[src/rtl/muldiv_pkg.sv]
// Shared definitions for the EX-stage multiply/divide sequencer.
//   MD_* op codes   3-bit muldiv op selector driven by decode
//   md_state_e      sequencer FSM states
//   MD_DIV_ITER     divider iteration count (operand width)
//   md_is_div/mul   op-class helpers
package muldiv_pkg;

    localparam logic [2:0] MD_DIV   = 3'd0;
    localparam logic [2:0] MD_DIVU  = 3'd1;
    localparam logic [2:0] MD_MULT  = 3'd2;
    localparam logic [2:0] MD_MULTU = 3'd3;
    localparam logic [2:0] MD_MTHI  = 3'd4;
    localparam logic [2:0] MD_MTLO  = 3'd5;

    localparam int MD_DIV_ITER = 32;

    typedef enum logic [1:0] {
        ST_IDLE     = 2'd0,
        ST_DIV_RUN  = 2'd1,
        ST_MUL_WAIT = 2'd2,
        ST_DONE     = 2'd3
    } md_state_e;

    function automatic logic md_is_div(input logic [2:0] op);
        return (op == MD_DIV) || (op == MD_DIVU);
    endfunction

    function automatic logic md_is_mul(input logic [2:0] op);
        return (op == MD_MULT) || (op == MD_MULTU);
    endfunction

endpackage

[src/rtl/div_iter_core.sv]
// Unsigned restoring shift-subtract divider, one quotient bit per step.
// Operands arrive as magnitudes; sign handling is done by the caller.
//   clk, rst    core clock, synchronous active-high reset (counter only)
//   start       load a_abs/b_abs, clear remainder and iteration counter
//   step        perform one iteration
//   a_abs       dividend magnitude (held in the quotient register until shifted out)
//   b_abs       divisor magnitude
//   quotient    quotient register (equals a_abs right after start)
//   remainder   partial / final remainder register
//   done        high during the step that produces the final quotient bit
// A zero divisor needs no special case: every trial subtract succeeds, giving
// quotient all ones and remainder equal to the dividend.
module div_iter_core #(
    parameter int DIV_ITER = 32
) (
    input  logic        clk,
    input  logic        rst,
    input  logic        start,
    input  logic        step,
    input  logic [31:0] a_abs,
    input  logic [31:0] b_abs,
    output logic [31:0] quotient,
    output logic [31:0] remainder,
    output logic        done
);

    localparam logic [5:0] CNT_LAST = 6'(DIV_ITER - 1);

    logic [5:0]  cnt_p0;
    logic [31:0] b_p0;
    logic [31:0] quo_p0;
    logic [31:0] rem_p0;

    logic [32:0] shifted;
    logic        take;
    logic [31:0] rem_nxt;
    logic [31:0] quo_nxt;

    always_comb begin
        shifted = {rem_p0, quo_p0[31]};
        take    = shifted >= {1'b0, b_p0};
        // When the subtract is taken the true difference is below 2^32,
        // so the low 32 bits are exact.
        rem_nxt = take ? (shifted[31:0] - b_p0) : shifted[31:0];
        quo_nxt = {quo_p0[30:0], take};
    end

    always_ff @(posedge clk) begin
        if (rst) begin
            cnt_p0 <= '0;
        end else if (start) begin
            cnt_p0 <= '0;
        end else if (step) begin
            cnt_p0 <= cnt_p0 + 6'd1;
        end
    end

    always_ff @(posedge clk) begin
        if (start) begin
            b_p0   <= b_abs;
            quo_p0 <= a_abs;
            rem_p0 <= '0;
        end else if (step) begin
            quo_p0 <= quo_nxt;
            rem_p0 <= rem_nxt;
        end
    end

    assign done      = step && (cnt_p0 == CNT_LAST);
    assign quotient  = quo_p0;
    assign remainder = rem_p0;

endmodule

[src/rtl/muldiv_ctrl.sv]
// EX-stage multiply/divide sequencer and owner of the HI/LO registers.
// Runs div/divu on div_iter_core, times an external pipelined multiplier for
// mult/multu, and writes mthi/mtlo directly. stallreq holds the pipeline until
// the result lands in HI/LO; md_done pulses on the edge that writes HI/LO.
//   clk, rst     core clock, synchronous active-high reset
//   op_valid/op  muldiv-class instruction in EX (held while stalled)
//   cancel       flush: abort in-flight op, HI/LO untouched
//   src1, src2   rs / rt values
//   mul_ina/inb/mul_signed  operands to external multiplier
//   mul_result   product, valid MUL_LAT cycles after operands are presented
//   stallreq     stall request to IF..EX (combinational)
//   md_done      HI/LO written this edge
//   hi, lo       HI/LO registers
// Build option: define MULDIV_DIV0_FAST_EN to finish a divide by zero after a
// single stall cycle instead of running all DIV_ITER iterations.
module muldiv_ctrl
    import muldiv_pkg::*;
#(
    parameter int MUL_LAT  = 2,
    parameter int DIV_ITER = MD_DIV_ITER
) (
    input  logic        clk,
    input  logic        rst,
    input  logic        op_valid,
    input  logic [2:0]  op,
    input  logic        cancel,
    input  logic [31:0] src1,
    input  logic [31:0] src2,
    output logic [31:0] mul_ina,
    output logic [31:0] mul_inb,
    output logic        mul_signed,
    input  logic [63:0] mul_result,
    output logic        stallreq,
    output logic        md_done,
    output logic [31:0] hi,
    output logic [31:0] lo
);

    localparam logic [7:0] MUL_CNT_LAST = 8'(MUL_LAT - 2);

    function automatic logic [31:0] magnitude(input logic signed [31:0] v, input logic sgn);
        return (sgn && v < 0) ? 32'(-v) : 32'(v);
    endfunction

    function automatic logic [31:0] apply_sign(input logic [31:0] mag, input logic neg);
        logic signed [31:0] m;
        m = mag;
        return neg ? 32'(-m) : 32'(m);
    endfunction

    md_state_e   state_p0;
    md_state_e   state_nxt;
    logic [7:0]  mcnt_p0;

    logic [31:0] mul_a_p0;
    logic [31:0] mul_b_p0;
    logic        mul_sgn_p0;
    logic        neg_q_p0;
    logic        neg_r_p0;
    logic        is_div_p0;

    logic        act;
    logic        is_div;
    logic        is_mul;
    logic        is_mthi;
    logic        is_mtlo;
    logic        div_sgn;
    logic        div_fast;

    logic        div_start;
    logic        div_step;
    logic        mul_new;
    logic [31:0] div_quo;
    logic [31:0] div_rem;
    logic        div_last;
    logic [31:0] quo_wb;
    logic [31:0] rem_wb;

    assign act     = !rst && !cancel;
    assign is_div  = op_valid && md_is_div(op);
    assign is_mul  = op_valid && md_is_mul(op);
    assign is_mthi = op_valid && (op == MD_MTHI);
    assign is_mtlo = op_valid && (op == MD_MTLO);
    assign div_sgn = (op == MD_DIV);

`ifdef MULDIV_DIV0_FAST_EN
    logic div0_p0;

    assign div_fast = (src2 == '0);
    // On the fast path the core only saw start, so its quotient register
    // still holds the dividend magnitude: that is the remainder to report.
    assign quo_wb   = div0_p0 ? '1 : div_quo;
    assign rem_wb   = div0_p0 ? div_quo : div_rem;

    always_ff @(posedge clk) begin
        if (rst) begin
            div0_p0 <= 1'b0;
        end else if (div_start) begin
            div0_p0 <= div_fast;
        end
    end
`else
    assign div_fast = 1'b0;
    assign quo_wb   = div_quo;
    assign rem_wb   = div_rem;
`endif

    div_iter_core #(
        .DIV_ITER (DIV_ITER)
    ) u_div (
        .clk       (clk),
        .rst       (rst),
        .start     (div_start),
        .step      (div_step),
        .a_abs     (magnitude(src1, div_sgn)),
        .b_abs     (magnitude(src2, div_sgn)),
        .quotient  (div_quo),
        .remainder (div_rem),
        .done      (div_last)
    );

    // ---- state register ----
    always_ff @(posedge clk) begin
        if (rst) begin
            state_p0 <= ST_IDLE;
        end else begin
            state_p0 <= state_nxt;
        end
    end

    always_ff @(posedge clk) begin
        if (rst) begin
            mcnt_p0 <= '0;
        end else if (state_p0 == ST_MUL_WAIT && !cancel) begin
            mcnt_p0 <= mcnt_p0 + 8'd1;
        end else begin
            mcnt_p0 <= '0;
        end
    end

    // ---- next-state logic ----
    always_comb begin
        state_nxt = state_p0;
        if (cancel) begin
            state_nxt = ST_IDLE;
        end else begin
            case (state_p0)
                ST_IDLE: begin
                    if (is_div) begin
                        state_nxt = div_fast ? ST_DONE : ST_DIV_RUN;
                    end else if (is_mul) begin
                        state_nxt = (MUL_LAT == 1) ? ST_DONE : ST_MUL_WAIT;
                    end
                end
                ST_DIV_RUN:  if (div_last) state_nxt = ST_DONE;
                ST_MUL_WAIT: if (mcnt_p0 == MUL_CNT_LAST) state_nxt = ST_DONE;
                ST_DONE:     state_nxt = ST_IDLE;
                default:     state_nxt = ST_IDLE;
            endcase
        end
    end

    // ---- output logic ----
    always_comb begin
        stallreq  = 1'b0;
        md_done   = 1'b0;
        div_start = 1'b0;
        div_step  = 1'b0;
        mul_new   = 1'b0;
        if (act) begin
            case (state_p0)
                ST_IDLE: begin
                    if (is_div) begin
                        stallreq  = 1'b1;
                        div_start = 1'b1;
                    end else if (is_mul) begin
                        stallreq  = 1'b1;
                        mul_new   = 1'b1;
                    end else if (is_mthi || is_mtlo) begin
                        md_done   = 1'b1;
                    end
                end
                ST_DIV_RUN: begin
                    stallreq = 1'b1;
                    div_step = 1'b1;
                end
                ST_MUL_WAIT: stallreq = 1'b1;
                ST_DONE:     md_done  = 1'b1;
                default:     stallreq = 1'b0;
            endcase
        end
    end

    // The multiplier sees the live operands on the issue cycle and the
    // latched copies afterwards, so later changes on src1/src2 are ignored.
    assign mul_ina    = mul_new ? src1 : mul_a_p0;
    assign mul_inb    = mul_new ? src2 : mul_b_p0;
    assign mul_signed = mul_new ? (op == MD_MULT) : mul_sgn_p0;

    // ---- operand latch and HI/LO writeback ----
    always_ff @(posedge clk) begin
        if (rst) begin
            hi         <= '0;
            lo         <= '0;
            mul_a_p0   <= '0;
            mul_b_p0   <= '0;
            mul_sgn_p0 <= 1'b0;
            neg_q_p0   <= 1'b0;
            neg_r_p0   <= 1'b0;
            is_div_p0  <= 1'b0;
        end else begin
            if (mul_new) begin
                mul_a_p0   <= src1;
                mul_b_p0   <= src2;
                mul_sgn_p0 <= (op == MD_MULT);
                is_div_p0  <= 1'b0;
            end
            if (div_start) begin
                neg_q_p0  <= div_sgn && (src1[31] ^ src2[31]);
                neg_r_p0  <= div_sgn && src1[31];
                is_div_p0 <= 1'b1;
            end
            if (act && state_p0 == ST_IDLE && is_mthi) hi <= src1;
            if (act && state_p0 == ST_IDLE && is_mtlo) lo <= src1;
            if (act && state_p0 == ST_DONE) begin
                if (is_div_p0) begin
                    lo <= apply_sign(quo_wb, neg_q_p0);
                    hi <= apply_sign(rem_wb, neg_r_p0);
                end else begin
                    lo <= mul_result[31:0];
                    hi <= mul_result[63:32];
                end
            end
        end
    end

endmodule

[config.mk]
export PLATFORM = sky130hd
export DESIGN_NAME = muldiv_ctrl
export DESIGN_NICKNAME = d
export VERILOG_FILES = /design/src/rtl/muldiv_pkg.sv /design/src/rtl/div_iter_core.sv /design/src/rtl/muldiv_ctrl.sv
export SDC_FILE = /design/constraint.sdc
export NUM_CORES = 1
export LEC_CHECK = 0
export ABC_CLOCK_PERIOD_IN_PS = 4600
export CAP_MARGIN = 40
export CORE_UTILIZATION = 43
export DETAILED_ROUTE_END_ITERATION = 16
export HOLD_SLACK_MARGIN = 0.15
export PLACE_DENSITY = 0.67
export SYNTH_ARGS = -nofsm -noshare
export SYNTH_HDL_FRONTEND = slang
export SYNTH_SLANG_ARGS = --single-unit
[constraint.sdc]
create_clock -name clk -period 4.6 [get_ports clk]
set_clock_uncertainty 0.1 [all_clocks]
set_input_delay 0.92 -clock clk [delete_from_list [all_inputs] [get_ports clk]]
set_output_delay 0.92 -clock clk [all_outputs]
set_load 0.05 [all_outputs]
# Yosys cells after proc, flatten, opt, wreduce, memory -nomap -nowiden
# Cells that the tools add are included.
# word_totals
ramBits,0
latchBits,0
input_bits,135
romBits,0
elab_cells,110
n_memories,0
register_bits,244
out_inout_bits,131
# op_classes
n_reduce_logical,32
shifts,0
multipliers,0
n_mux,40
div,0
eq_ne,12
magnitude_cmp,3
bitwise,2
add_sub_neg,7
# ops
cell,n
$mux W32,15
$neg A32 Y32,4
$lt A32 B1 Y1 const B,2
$ge A33 B32 Y1,1
$sub A32 B32 Y32,1
$mux W1,18
$logic_and A1 B1 Y1,15
$add A8 B1 Y8 const B,1
$logic_not A8 Y1,1
$mux W2,4
$pmux W2 S4,1
$reduce_bool A2 Y1,4
$reduce_or A2 Y1,4
$add A6 B1 Y6 const B,1
$eq A3 B2 Y1 const B,2
$eq A3 B3 Y1 const B,2
$eq A6 B5 Y1 const B,1
$eq A2 B2 Y1 const B,2
$pmux W1 S2,2
$eq A3 B1 Y1 const B,1
$logic_not A3 Y1,1
$logic_or A1 B1 Y1,3
$ne A3 B3 Y1 const B,1
$reduce_and A3 Y1,1
other kinds (7),8

# Longest topological paths before layout
# logic_depth
depth_word,9
depth_mapped,13
depth_no_buf,13

# Modules after synthesis
# Synthesis repeated with hierarchy kept, for this count alone.
# unflattened
hier_cells,1704
hier_area_um2,15199.6
# by_module_without_submodules
module,seq_area_each_um2,cells_per_inst,area_per_inst_um2,instances
muldiv_ctrl,2842.7,1108,9290.2,1
div_iter_core,2682.6,596,5909.4,1

# Worst setup path after synthesis
# No wires, ideal clock.
# synth_path
path_kind,input -> output
startpoint,input rst
endpoint,output mul_ina[0]
setup_slack_ns,0.351
cell_stages,6
t_arrival_ns,3.229
path_buffers,3
required_ns,3.580
path_cell_list,or2_2 clkbuf_1 or3_1 clkbuf_1 clkbuf_1 o21ai_0
# synth_via
elab_chain_cells,4
# synth_rtl
item,line,text
from (decl),muldiv_ctrl.sv:23,"input logic rst,"
$logic_not A1 Y1,muldiv_ctrl.sv:79,assign act = !rst && !cancel;
$logic_and A1 B1 Y1,muldiv_ctrl.sv:79,
$mux W1,muldiv_ctrl.sv:170,if (act) begin
$mux W32,--,
to (decl),muldiv_ctrl.sv:29,"output logic [31:0] mul_ina,"
# No other way between the ends.

# Final worst setup path
# layout_path
startpoint,input cancel
endpoint,output mul_ina[13]
# layout_via
elab_chain_cells,4
# layout_rtl
item,line,text
from (decl),muldiv_ctrl.sv:26,"input logic cancel,"
$logic_not A1 Y1,muldiv_ctrl.sv:79,
$logic_and A1 B1 Y1,muldiv_ctrl.sv:79,
$mux W1,muldiv_ctrl.sv:170,
$mux W32,--,
# No other way between the ends.

==> results.tsv <==
stage	metric	value	unit
status	outcome	complete, no violations	
place	Inst Count DP	2504	
synthesis	Syn Nets	2051	
finish	share of cells above drive strength 1	0.0895	
critical_path	worst reg2reg setup slack	0.85	ns
grt	initial antenna violation count	2	
cts	Clock Sinks	244	
finish	Finished Layout Cells	2560	
detailed_routing	routed vias	14500	
timing	TNS Setup	0	ns
synthesis	Post-Syn Instances	1872	
cts	CTS tree	yes	
grt	M2 GR Usage	0.428	
synthesis	post-synthesis mux area share	0.0136	
critical_path	Worst path slowest cell	or3_2	
detailed_routing	Routed WL per cell	19.3	um
floorplanning	die width	187	um
grt	largest net degree at the start of global routing	82	
cts	clock tree buffer depth	3	
timing	RSZ-0062 raised after global routing	false	
synthesis	simple-gate share of the synthesized area	0.238	
synthesis	Synth Register Bits	244	
synthesis	most frequent cell after synthesis	nand2_1	
synthesis	EDFF count, synth	64	
cts	post_cts resized	0	
grt	M3 GR Usage	0.0503	
cts	total CTS buffers	30	
synthesis	xor and xnor area share after synthesis	0.0853	
timing	# setup viols final	0	
cts	htree depth	1	
grt	global route hottest layer	met2	
timing	Fmax	246	MHz
critical_path	Max stage delay on crit path	0.53	ns
floorplanning	initial core utilization	0.439	
cts	Root Buffer Master	clkbuf_16	
cts	clock latency on the worst-skew pair	0.56	ns
synthesis	synth unique cells	74	
critical_path	Crit Path Max Fanout	21	
detailed_routing	drt first pass iters	5	
critical_path	Worst Setup Path Type	primary input to output pin	
synthesis	Yosys top cell area share	0.244	
finish	diodes inserted	0	
synthesis	Ys Warns	0	
timing	fin crit share	0.883	
floorplanning	die area	35100	um2
critical_path	CP endpoint kind	output pin	
detailed_routing	Vias/cell	5.67	
place	Port Buf Inserts	265	
floorplanning	# rows	67	
detailed_routing	routed wire length	49400	um
cts	hold_buf cts	0	
power_and_ir_drop	LEAKAGE	0.00749	uW
timing	Worst slew margin	0.340	
timing	Max Slew Vio Count	0	
critical_path	CP required	3.58	ns
detailed_routing	DRC viols	0	
grt	first-pass GRT wire length	77500	um
critical_path	startpoint types	primary input	
synthesis	Post-synth ARST share	0	
floorplanning	Die Height	187	um
hold_path	worst hold path class	flip-flop to flip-flop	
timing	final hold violations	0	
synthesis	cell area after synthesis	14800	um2
grt	total gr overflow	0	
critical_path	Worst Path Arrival	3.04	ns
synthesis	Adder-Cell Fraction of Synth Area	0.0377	
synthesis	Post-synth top flop	dfxtp_1	
detailed_routing	antenna viol nets, final	0	
synthesis	top cells by area, synth	dfxtp_1, edfxtp_1, nand2_1, xor2_1, o21ai_0	
cts	post-CTS setup buffers	0	
timing	worst slew pin tran	0.989	ns
finish	final net count	2267	
synthesis	area leader, netlist	dfxtp_1	
grt	GR Util met1	0.388	
place	gpl congestion	0.888	
synthesis	largest family of logic cells by synthesized area	simple AND/OR/NAND/NOR gates	
finish	Area growth syn-to-layout	30.7	%
flow_run	Max-cap violations	0	
grt	Tot GR Track Use	0.275	
grt	vias in the first global route	13800	
cts	Worst-path clk slew	0.06	ns
synthesis	most instantiated cells after synthesis	nand2_1, dfxtp_1, nor2_1	
synthesis	complex-gate fraction of the synthesized area	0.198	
floorplanning	io pins	266	
synthesis	register area share after synthesis	0.374	
floorplanning	Core Footprint	33700	um2
synthesis	syn avg cell area	7.90	um2
place	Final HPWL DP	36700	um
detailed_routing	Initial DRC Count	1189	
power_and_ir_drop	Power per Cell Area	330	nW/um2
timing	min cycle time layout	4.06	ns
power_and_ir_drop	Worst VDD drop	0.286	mV
critical_path	CP Cell Sequence	clkdlybuf4s50_1 -> or2_2 -> or3_2 -> buf_4 -> buf_4 -> nand2_1 -> nand2_1 -> buf_12	
==> critical path: cells and delay by family <==
| kind | cells | cell delay [ns] |
|---|---|---|
| and+or+nand+nor | 4 | 1.07 |
| buffers and inverters | 4 | 1.05 |
==> cells by family (layout without fill, tap and decap cells) <==
kind of cell / Yosys count / count (layout)
AO/OA/AOI/OAI: 469 / 469
XOR/XNOR: 144 / 144
adder cells (fa/ha/maj): 44 / 44
buffers and inverters: 189 / 429
flip-flops: 244 / 244
multiplexers: 20 / 20
AND/OR/NAND/NOR: 762 / 762
==> path summary, 6_finish.rpt <==
check                                from                               end  cells after the start
max reg2reg  u_div.quotient[31]$_DFFE_PP_  u_div.remainder[30]$_SDFFE_PP0P_                     13
max                                cancel                       mul_ina[13]                      8
min reg2reg           lo[19]$_SDFFE_PP0P_               lo[19]$_SDFFE_PP0P_                      2
min                   lo[19]$_SDFFE_PP0P_               lo[19]$_SDFFE_PP0P_                      2
==> layer usage <==
layer	vias to the layer above	routed length, um
met3	77	4330
met4	0	1330
met1	6804	22300
met5	-	0
li1	7012	-
met2	628	21400
==> cell type report <==
cell class                 count  area (um2)
clock inverter                14         154
clock buffer                  42         867
tap                          448         561
fill                        3094       14400
timing repair buffer         310        3470
multi-input combinational   1439        8510
sequential                   244        5530
inverter                      63         236
==> sequential cells by signal (all words and copies together), names as in the netlist, 2 cells and up <==
register and cells:
hi 32, lo 32, mul_a_p0 32, mul_b_p0 32, u_div.b_p0 32, u_div.quotient 32, u_div.remainder 32, mcnt_p0 8
u_div.cnt_p0 6, state_p0 2
==> through the flow <==
stage	total power [uW]	instance area (um2)	setup slack, ns	hold slack, ns	util
CTS	6400	19300	0.534	0.355	0.573
global placement	3950	18200	0.603	0.345	0.541
floorplan	3420	14800	0.351	0.349	-
global route	6670	19300	0.445	0.382	0.573
detailed placement	3970	18300	0.558	0.348	0.543
finish	6390	19300	0.537	0.357	0.573
==> report_power, final <==
group          leakage [uW]  internal, uW  switching (uW)
clock              0.000495          1480             960
combinational       0.00496           633             864
sequential          0.00204          2300             152
total               0.00749          4410            1980
==> cell usage in the layout, fill, tap and decap left out, types with 10 or more instances in the layout <==
master / Yosys / final
nand2_1: 308 / 307
a21oi_1: 114 / 113
or3_1: 17 / 15
o41ai_1: 14 / 14
nor4_1: 12 / 12
and3_1: 10 / 10
a31oi_1: 14 / 14
xor2_1: 94 / 94
nand2b_1: 18 / 18
ha_1: 43 / 43
o211ai_1: 11 / 11
buf_12: 0 / 50
a32oi_1: 10 / 10
or4_1: 14 / 14
a21o_1: 13 / 13
nor2b_1: 74 / 74
nand4_1: 11 / 11
o31ai_1: 25 / 25
nand3_1: 25 / 25
buf_4: 2 / 61
nor2_1: 178 / 177
a211oi_1: 66 / 66
clkbuf_16: 0 / 31
edfxtp_1: 64 / 64
inv_1: 62 / 62
nor3_1: 61 / 60
dfxtp_1: 180 / 179
o21ai_0: 144 / 144
mux2i_1: 19 / 19
xnor2_1: 50 / 50
clkdlybuf4s50_1: 0 / 198
Power figures use the tool's default switching activity.
